### src/rtl/cordic_sched_pkg.sv
// Shared types and defaults for the cosine-engine request scheduler.
package cordic_sched_pkg;

  localparam int unsigned NREQ_DEF = 4;
  localparam int unsigned W_DEF    = 22;
  localparam int unsigned TMO_DEF  = 31;
  localparam int unsigned CNT_W    = 5;

  typedef enum logic [1:0] {
    IDLE = 2'd0,
    LOAD = 2'd1,
    RUN  = 2'd2,
    OUT  = 2'd3
  } state_t;

  // Requester index width; never narrower than one bit.
  function automatic int unsigned tag_w(input int unsigned n);
    return (n > 1) ? $clog2(n) : 1;
  endfunction

endpackage

### src/rtl/cordic_sched_rr_arbiter.sv
// Round-robin one-hot arbiter: search begins at ptr and wraps.
module rr_arbiter
  import cordic_sched_pkg::*;
#(
  parameter int unsigned NREQ = NREQ_DEF,
  localparam int unsigned TW  = tag_w(NREQ)
) (
  input  logic [NREQ-1:0] req,
  input  logic [TW-1:0]   ptr,
  output logic [NREQ-1:0] gnt
);

  int   idx;
  logic found;

  always_comb begin
    gnt   = '0;
    found = 1'b0;
    idx   = 0;
    for (int i = 0; i < int'(NREQ); i++) begin
      idx = int'(ptr) + i;
      if (idx >= int'(NREQ)) idx = idx - int'(NREQ);
      if (!found && req[TW'(idx)]) begin
        gnt[TW'(idx)] = 1'b1;
        found         = 1'b1;
      end
    end
  end

endmodule

### src/rtl/cordic_sched.sv
// Shares one external cosine engine between NREQ requesters with
// round-robin grant, bounded run time and a held result handshake.
module cordic_sched
  import cordic_sched_pkg::*;
#(
  parameter int unsigned NREQ = NREQ_DEF,
  parameter int unsigned W    = W_DEF,
  parameter int unsigned TMO  = TMO_DEF
) (
  input  logic                     clk,
  input  logic                     reset_n,
  input  logic [NREQ-1:0]          req_valid,
  input  logic [NREQ*W-1:0]        req_angle,
  output logic [NREQ-1:0]          req_ready,
  output logic                     res_valid,
  input  logic                     res_ready,
  output logic [W-1:0]             res_cos,
  output logic [tag_w(NREQ)-1:0]   res_tag,
  output logic                     res_err,
  output logic                     busy,
  output logic                     eng_reset,
  output logic [W-1:0]             eng_angle,
  input  logic [W-1:0]             eng_cos,
  input  logic                     eng_done
);

  localparam int unsigned TW = tag_w(NREQ);

  state_t           state;
  logic [TW-1:0]    ptr;
  logic [TW-1:0]    cur_tag;
  logic [CNT_W-1:0] cnt;
  logic [NREQ-1:0]  gnt;
  logic [TW-1:0]    gnt_idx;
  logic [TW-1:0]    ptr_next;
  logic [W-1:0]     gnt_angle;

  rr_arbiter #(.NREQ(NREQ)) u_arb (
    .req (req_valid),
    .ptr (ptr),
    .gnt (gnt)
  );

  // Accept is only offered from IDLE and never while reset is held.
  assign req_ready = (state == IDLE && reset_n) ? gnt : '0;

  always_comb begin
    gnt_idx   = '0;
    gnt_angle = '0;
    for (int k = 0; k < int'(NREQ); k++) begin
      if (gnt[k]) begin
        gnt_idx   = TW'(k);
        gnt_angle = req_angle[k*W +: W];
      end
    end
    ptr_next = (gnt_idx == TW'(NREQ - 1)) ? '0 : gnt_idx + TW'(1);
  end

  always_ff @(posedge clk or negedge reset_n) begin
    if (!reset_n) begin
      state     <= IDLE;
      ptr       <= '0;
      cur_tag   <= '0;
      cnt       <= '0;
      res_valid <= 1'b0;
      res_cos   <= '0;
      res_tag   <= '0;
      res_err   <= 1'b0;
      busy      <= 1'b0;
      eng_reset <= 1'b0;
      eng_angle <= '0;
    end else begin
      case (state)
        IDLE: begin
          if (|req_valid) begin
            state     <= LOAD;
            busy      <= 1'b1;
            eng_reset <= 1'b1;
            eng_angle <= gnt_angle;
            cur_tag   <= gnt_idx;
            ptr       <= ptr_next;
          end
        end
        LOAD: begin
          state     <= RUN;
          eng_reset <= 1'b0;
          cnt       <= '0;
        end
        RUN: begin
          // Done is tested first so it wins over a coincident timeout.
          if (eng_done) begin
            state     <= OUT;
            res_valid <= 1'b1;
            res_cos   <= eng_cos;
            res_err   <= 1'b0;
            res_tag   <= cur_tag;
            eng_angle <= '0;
          end else if (cnt == CNT_W'(TMO)) begin
            state     <= OUT;
            res_valid <= 1'b1;
            res_cos   <= '0;
            res_err   <= 1'b1;
            res_tag   <= cur_tag;
            eng_angle <= '0;
          end else begin
            cnt <= cnt + CNT_W'(1);
          end
        end
        OUT: begin
          if (res_ready) begin
            state     <= IDLE;
            res_valid <= 1'b0;
            busy      <= 1'b0;
          end
        end
        default: state <= IDLE;
      endcase
    end
  end

endmodule

### config.mk
export PLATFORM = sky130hd
export DESIGN_NAME = cordic_sched
export DESIGN_NICKNAME = d
export VERILOG_FILES = /design/src/rtl/cordic_sched_pkg.sv /design/src/rtl/cordic_sched_rr_arbiter.sv /design/src/rtl/cordic_sched.sv
export SDC_FILE = /design/constraint.sdc
export NUM_CORES = 1
export LEC_CHECK = 0
export ABC_AREA = 1
export CORE_MARGIN = 2
export CORE_UTILIZATION = 47
export DETAILED_ROUTE_END_ITERATION = 12
export PLACE_DENSITY = 0.94
export REMOVE_ABC_BUFFERS = 1
export SLEW_MARGIN = 20
export SYNTH_ARGS = -nofsm -noshare
export SYNTH_HDL_FRONTEND = slang
export SYNTH_SLANG_ARGS = --single-unit
### constraint.sdc
create_clock -name clk -period 5.74 [get_ports clk]
set_clock_uncertainty 0.2 [all_clocks]
set_input_delay 0.861 -clock clk [delete_from_list [all_inputs] [get_ports clk]]
set_output_delay 0.861 -clock clk [all_outputs]
set_load 0.02 [all_outputs]
==> results of run 1 <==
==> layout by cell type (no fill, tap or decap) <==
master / synthesis / layout
clkinv_2: 0 / 1
o21a_1: 1 / 1
nand3b_2: 1 / 1
clkbuf_8: 0 / 10
inv_2: 3 / 3
o21ai_0: 11 / 11
mux2_2: 2 / 2
inv_1: 75 / 75
o22ai_1: 2 / 2
nor4_1: 1 / 1
nand3_2: 2 / 2
nor2_2: 1 / 1
nand2_4: 2 / 2
dfrtp_1: 61 / 61
nor2_1: 56 / 56
clkdlybuf4s50_1: 0 / 170
buf_4: 6 / 2
o21ai_1: 1 / 1
clkinvlp_4: 0 / 1
bufinv_16: 0 / 2
nand2_1: 230 / 230
nand3_4: 1 / 1
nand2_2: 3 / 3
clkbuf_1: 12 / 1
a22o_1: 2 / 2
inv_4: 1 / 1
a31o_2: 1 / 1
nor2_4: 3 / 3
ha_1: 15 / 15
nor3_1: 1 / 1
nand3_1: 107 / 107
a21oi_1: 10 / 10
nand3b_1: 1 / 1
buf_2: 6 / 1
xor2_1: 1 / 1
==> layout make-up <==
type,instances,area share
Multi-Input combinational cell,455,0.354
Sequential cell,61,0.253
Tap cell,108,0.0224
Clock buffer,11,0.0234
Timing Repair Buffer,173,0.286
Inverter,79,0.0496
Clock inverter,4,0.0120
==> metal layers <==
| layer | routed length, um | vias to the layer above | GRT usage | share of wire |
|---|---|---|---|---|
| met2 | 6990 | 258 | 0.511 | 0.52 |
| met5 | 0 | - | 0 | 0 |
| met4 | 412 | 0 | 0.112 | 0.031 |
| met3 | 842 | 44 | 0.0460 | 0.063 |
| met1 | 5170 | 2167 | 0.332 | 0.39 |
| li1 | - | 2245 | - | - |
==> power by group <==
| part | switching [uW] | total (uW) | internal [uW] | leakage, uW |
|---|---|---|---|---|
| registers | 139 | 759 | 620 | 0.000776 |
| clock network | 169 | 423 | 253 | 0.000105 |
| logic | 1440 | 2290 | 852 | 0.00227 |
==> per-stage QoR <==
step | std cells | utilization | power, uW
after floorplan | 595 | - | 2200
after global placement | 876 | 0.677 | 2920
after detailed placement | 876 | 0.677 | 3020
after CTS | 891 | 0.702 | 3460
after global routing | 891 | 0.702 | 3770
final | 891 | 0.702 | 3470
==> path summary, 6_finish.rpt <==
path                               start       endpoint  cells after the start
setup / recovery                  ptr[0]   req_ready[2]                     12
hold / removal             eng_angle[18]  eng_angle[18]                      2
setup reg to reg                state[0]   eng_angle[9]                     11
hold reg to reg            eng_angle[18]  eng_angle[18]                      2
max in group asynchronous        reset_n      eng_reset                      2
min in group asynchronous        reset_n         cnt[4]                      2
==> worst min-delay path, cell delays in order, from the launching register on <==
cell     delay (ps)
dfrtp_1         340
nand2_1          50
nand2_1          50
==> sequential cells by signal, indices dropped and copies added (netlist names) <==
signal,cells
cur_tag,2
eng_angle,22
state,2
busy,1
ptr,2
cnt,5
res_cos,22
eng_reset,1
res_tag,2
res_err,1
res_valid,1
==> cell usage after synthesis (4+ instances only) <==
cell      number  share of area
nand3_1      107           0.13
clkbuf_1      12          0.011
nor2_1        56          0.051
buf_6          4          0.011
nand2_1      230           0.21
buf_2          6         0.0073
dfrtp_1       61           0.37
a21oi_1       10          0.012
o21ai_0       11          0.013
inv_1         75          0.068
ha_1          15          0.046
buf_4          6          0.011
==> cells by family (layout without fill, tap and decap cells) <==
group	after synthesis	after routing	share of synthesized area
simple gates	409	409	0.426
buf+inv	107	267	0.113
flops	61	61	0.370
compound gates	28	28	0.0379
fa+ha+maj	15	15	0.0455
mux	2	2	0.00546
xor+xnor	1	1	0.00212
==> impl_metrics.tcl, run 1 <==
set metrics [dict create \
    areaGrowthSynthToFinish_pct 46.2 \
    worstSkewPairLatency_ps 340 \
    r2r_slack_ps 2010 \
    hold_slack_ps 278 \
    fillers 672 \
    min_path_type "reg2reg" \
    path_delay_family "buffers and inverters" \
    ir_drop_mv 0.251 \
    postCtsSetupRepairBufs 0 \
    ant_nets 0 \
    cp_num_buf_inv 4 \
    rows 34 \
    syn_inst 623 \
    violations "design-rule violations" \
    cts.repair.resized 0 \
    p_per_area_nw_per_um2 576 \
    min_period_ps 4680 \
    relSlewSlack 0.356 \
    crit_top_cell "nand2_1" \
    die_w_um 97.7 \
    critPathMaxStageDelay_ps 670 \
    placeableCoreArea_um2 8590 \
    setup_viol 0 \
    fin_crit_sh 0.816 \
    maxCapViolations 0 \
    grt_pass1_vias 4690 \
    drt-pass1-iter-count 10 \
    io_buffers 171 \
    vias_per_cell 5.29 \
    syn_area_um2 4120 \
    status "finished, violations left" \
    grtUsageTotal 0.282 \
    grt_pass1_wl_um 21900 \
    ys_ff_latch 61 \
    io_pins 172 \
    die_h_um 97.7 \
    max_freq_mhz 214 \
    yosysUniqueCellTypes 31 \
    avgSynthCellArea_um2 6.62 \
    ctsLongestPathBuffers 2 \
    antenna_cells 0 \
    final-seq-area_um2 1530 \
    yosys_most_used_dff "dfrtp_1" \
    slew_viol_final 0 \
    endpoint_kind "primary output" \
    cellLeakagePower_uw 0.00315 \
    seq_area_frac_synth 0.370 \
    clkTransAtPathRegs_ps 60 \
    vias 4714 \
    cp-start-kind "register" \
    place_area_um2 5820 \
    cts.sinks 61 \
    grt_antenna_before_repair 0 \
    grt_max_degree 63 \
    design_area_um2 6030 \
    cp.arrival_ps 3620 \
    tritoncts "done" \
    drt-initial-drc-count 286 \
    dp_hpwl_um 9630 \
    fin_ws_ps 1060 \
    multi_input_area_um2 2130 \
    worst_pin_slew_ps 966 \
    path_cells "inv_4 > ha_1 > inv_1 > nand3_1 > nand2_1 > nand2_2 > nor2_2 > nand2_1 > nand3_4 > inv_2 > nor2_1 > clkdlybuf4s50_1" \
    initial_core_util 0.480 \
    wire_per_inst_um 15.1 \
    dieArea_um2 9540 \
    async_reset_ff_frac 1.00 \
    drcViolationCount 2 \
    cts_root_buf "clkbuf_8" \
    cts_buffers 9 \
    critical_path_required_ps 4680 \
    drt_wl_total_um 13400 \
    cp_slowest_cell "dfrtp_1" \
    hold_viol 0 \
    ys_warn_count 0 \
    ctsHoldBuffers 0 \
    nNetsFinal 912 \
    worst-path-max-fanout 25 \
    synth_edf_count 0 \
    globalplace.congestion 0.876 \
    crit_type "reg2out" \
    pre_cts_ws_ps 1320 \
    setup_tns_ps 0 \
    grt_overflow 0 \
    cts_max_level 3 \
    rsz0062_at_grt "no" \
    drive_gt1_frac 0.0473 \
]
Power figures use the tool's default switching activity.
==> run 2: changes to the inputs <==
--- a/config.mk
+++ b/config.mk
@@ -7,9 +7,9 @@
 export LEC_CHECK = 0
 export ABC_AREA = 1
 export CORE_MARGIN = 2
-export CORE_UTILIZATION = 47
+export CORE_UTILIZATION = 44
 export DETAILED_ROUTE_END_ITERATION = 12
-export PLACE_DENSITY = 0.94
+export PLACE_DENSITY = 0.89
 export REMOVE_ABC_BUFFERS = 1
 export SLEW_MARGIN = 20
 export SYNTH_ARGS = -nofsm -noshare
==> constraint.sdc (replaced) <==
create_clock -name clk -period 4.5 [get_ports clk]
set_clock_uncertainty 0.2 [all_clocks]
set_input_delay 0.675 -clock clk [delete_from_list [all_inputs] [get_ports clk]]
set_output_delay 0.675 -clock clk [all_outputs]
set_load 0.02 [all_outputs]
==> run 2 against run 1 <==
  * The flow now finishes without violations
  * First-iteration DRC count fell by 36%
  * Largest cell class unchanged
  * Largest power group unchanged
  * Hold slack improved by 2.9 ps
  * Combinational power rose by 28%
  * Critical path depth did not move
==> impl_metrics.tcl, run 2 (synthesis results as in run 1) <==
set metrics [dict create \
    cts_buffers 9 \
    setup_tns_ps 0 \
    p_int_uw 2250 \
    cp_slowest_cell "clkdlybuf4s50_1" \
    clkTransAtPathRegs_ps 70 \
    grtUsageTotal 0.264 \
    dp_hpwl_um 9430 \
    ctsLongestPathBuffers 2 \
    rr_startpoint "ptr[1]" \
    cp.arrival_ps 3320 \
    endpoint_kind "primary output" \
    cts.sinks 61 \
    reg2reg_to "eng_angle[9]" \
    cellLeakagePower_uw 0.00318 \
    status "complete, no violations" \
    max_freq_mhz 239 \
    min_period_ps 4190 \
    vias 4650 \
    setup_viol 0 \
    io_buffers 171 \
    drt_wl_total_um 12700 \
    grt_pass1_vias 4642 \
    die_w_um 101 \
    drcViolationCount 0 \
    ant_nets 0 \
    cp-start-kind "register" \
    drive_gt1_frac 0.0533 \
    hold_viol 0 \
    fin_crit_sh 0.932 \
    ctsHoldBuffers 1 \
    reg_top3 "eng_angle: 22 flops, res_cos: 22 flops, cnt: 5 flops" \
    final_common_cell "nand2_1" \
    grt_pass1_wl_um 21300 \
    worstHoldStart "eng_angle[5]" \
    p_clk_frac 0.127 \
    rows 35 \
    placeableCoreArea_um2 9150 \
    nNetsFinal 917 \
    initial_core_util 0.451 \
    critPathMaxStageDelay_ps 630 \
    utilization 0.666 \
    grt_overflow 0 \
    holdPathEnd "eng_angle[5]" \
    areaGrowthSynthToFinish_pct 47.7 \
    whs_path_depth 2 \
    relSlewSlack 0.439 \
    fillers 743 \
    final_cell_mix "nand2_1, clkdlybuf4s50_1, nand3_1" \
    pwr-share-seq 0.214 \
    slew_viol_final 0 \
    maxCapViolations 0 \
    r2r_cells 15 \
    swShare 0.495 \
    p_switching_uw 2210 \
    dieArea_um2 10200 \
    worst-path-max-fanout 25 \
    wire_per_inst_um 14.2 \
    cts_max_level 3 \
    crit_type "reg2out" \
    cts.repair.resized 0 \
    antenna_cells 0 \
    crit_path_start "ptr[1]" \
    p_per_area_nw_per_um2 732 \
    vias_per_cell 5.17 \
    final-seq-area_um2 1530 \
    power.total_uw 4460 \
    cts_root_buf "clkbuf_8" \
    ir_drop_mv 0.358 \
    worstSkewPairLatency_ps 330 \
    grt_max_degree 59 \
    die_h_um 101 \
    io_pins 172 \
    postCtsSetupRepairBufs 0 \
    pwr-share-comb 0.659 \
    critical_path_required_ps 3620 \
    rsz0062_at_grt "no" \
    multi_input_area_um2 2130 \
    globalplace.congestion 0.937 \
    path_cells "inv_2 > ha_1 > inv_1 > nand3_1 > nand2_1 > nand2_2 > nor2_4 > nand2_2 > nand3_4 > inv_2 > nor2_1 > clkdlybuf4s50_1" \
    drt-initial-drc-count 183 \
    grt_antenna_before_repair 0 \
    worst_pin_slew_ps 839 \
    min_path_type "reg2reg" \
    tritoncts "done" \
    drt-pass1-iter-count 5 \
    r2r_slack_ps 1090 \
]
[run 2: cell count changes in the layout (fill, tap and decap cells not counted)]
cell           change
clkbuf_8           +2
buf_4              +4
clkinv_2           -1
dlygate4sd3_1      +1
clkbuf_1           -1
[run 2: metal layers]
metal	global-route usage	wire length, um
met4	0.138	541
met2	0.444	6330
met3	0.0423	727
met5	0	0
met1	0.326	5130
[run 2: metrics by stage]
step	cells	cell area [um^2]	hold slack (ps)	worst slack, ps
3_5_place_dp	883	5850	265	685
6_report	899	6090	281	308
3_3_place_gp	883	5850	262	767
5_1_grt	899	6090	311	82.0
2_1_floorplan	595	3960	179	1340
4_1_cts	899	6090	287	321
[run 2: worst max-delay path, delay by kind of cell (launching register included)]
family	cells	cell delay, ps
DFF	1	610
buffers and inverters	4	1060
adders and majority gates	1	420
and+or+nand+nor	7	890
[run 2: final cells by class]
type,count,area share
clock buffer,12,0.0271
clock inverter,3,0.0111
inverter,79,0.0491
multi-input combinational,455,0.350
sequential,61,0.251
tap,111,0.0228
timing repair buffer,178,0.289
[run 2: power groups by stage]
stage / clock network (uW) / registers [uW] / logic [uW]
2_1_floorplan: 0 / 1160 / 1640
3_3_place_gp: 0 / 946 / 2840
3_5_place_dp: 0 / 955 / 2940
4_1_cts: 575 / 952 / 2950
5_1_grt: 602 / 985 / 3300
6_report: 567 / 953 / 2940
[run 2: worst max path at each step]
stage | end | slack [ps] | cells after the start
after floorplan | req_ready[2] | 1340 | 11
after global placement | req_ready[2] | 770 | 12
after detailed placement | req_ready[2] | 690 | 11
after CTS | req_ready[2] | 320 | 12
after global routing | req_ready[2] | 80 | 12
final | req_ready[2] | 310 | 12
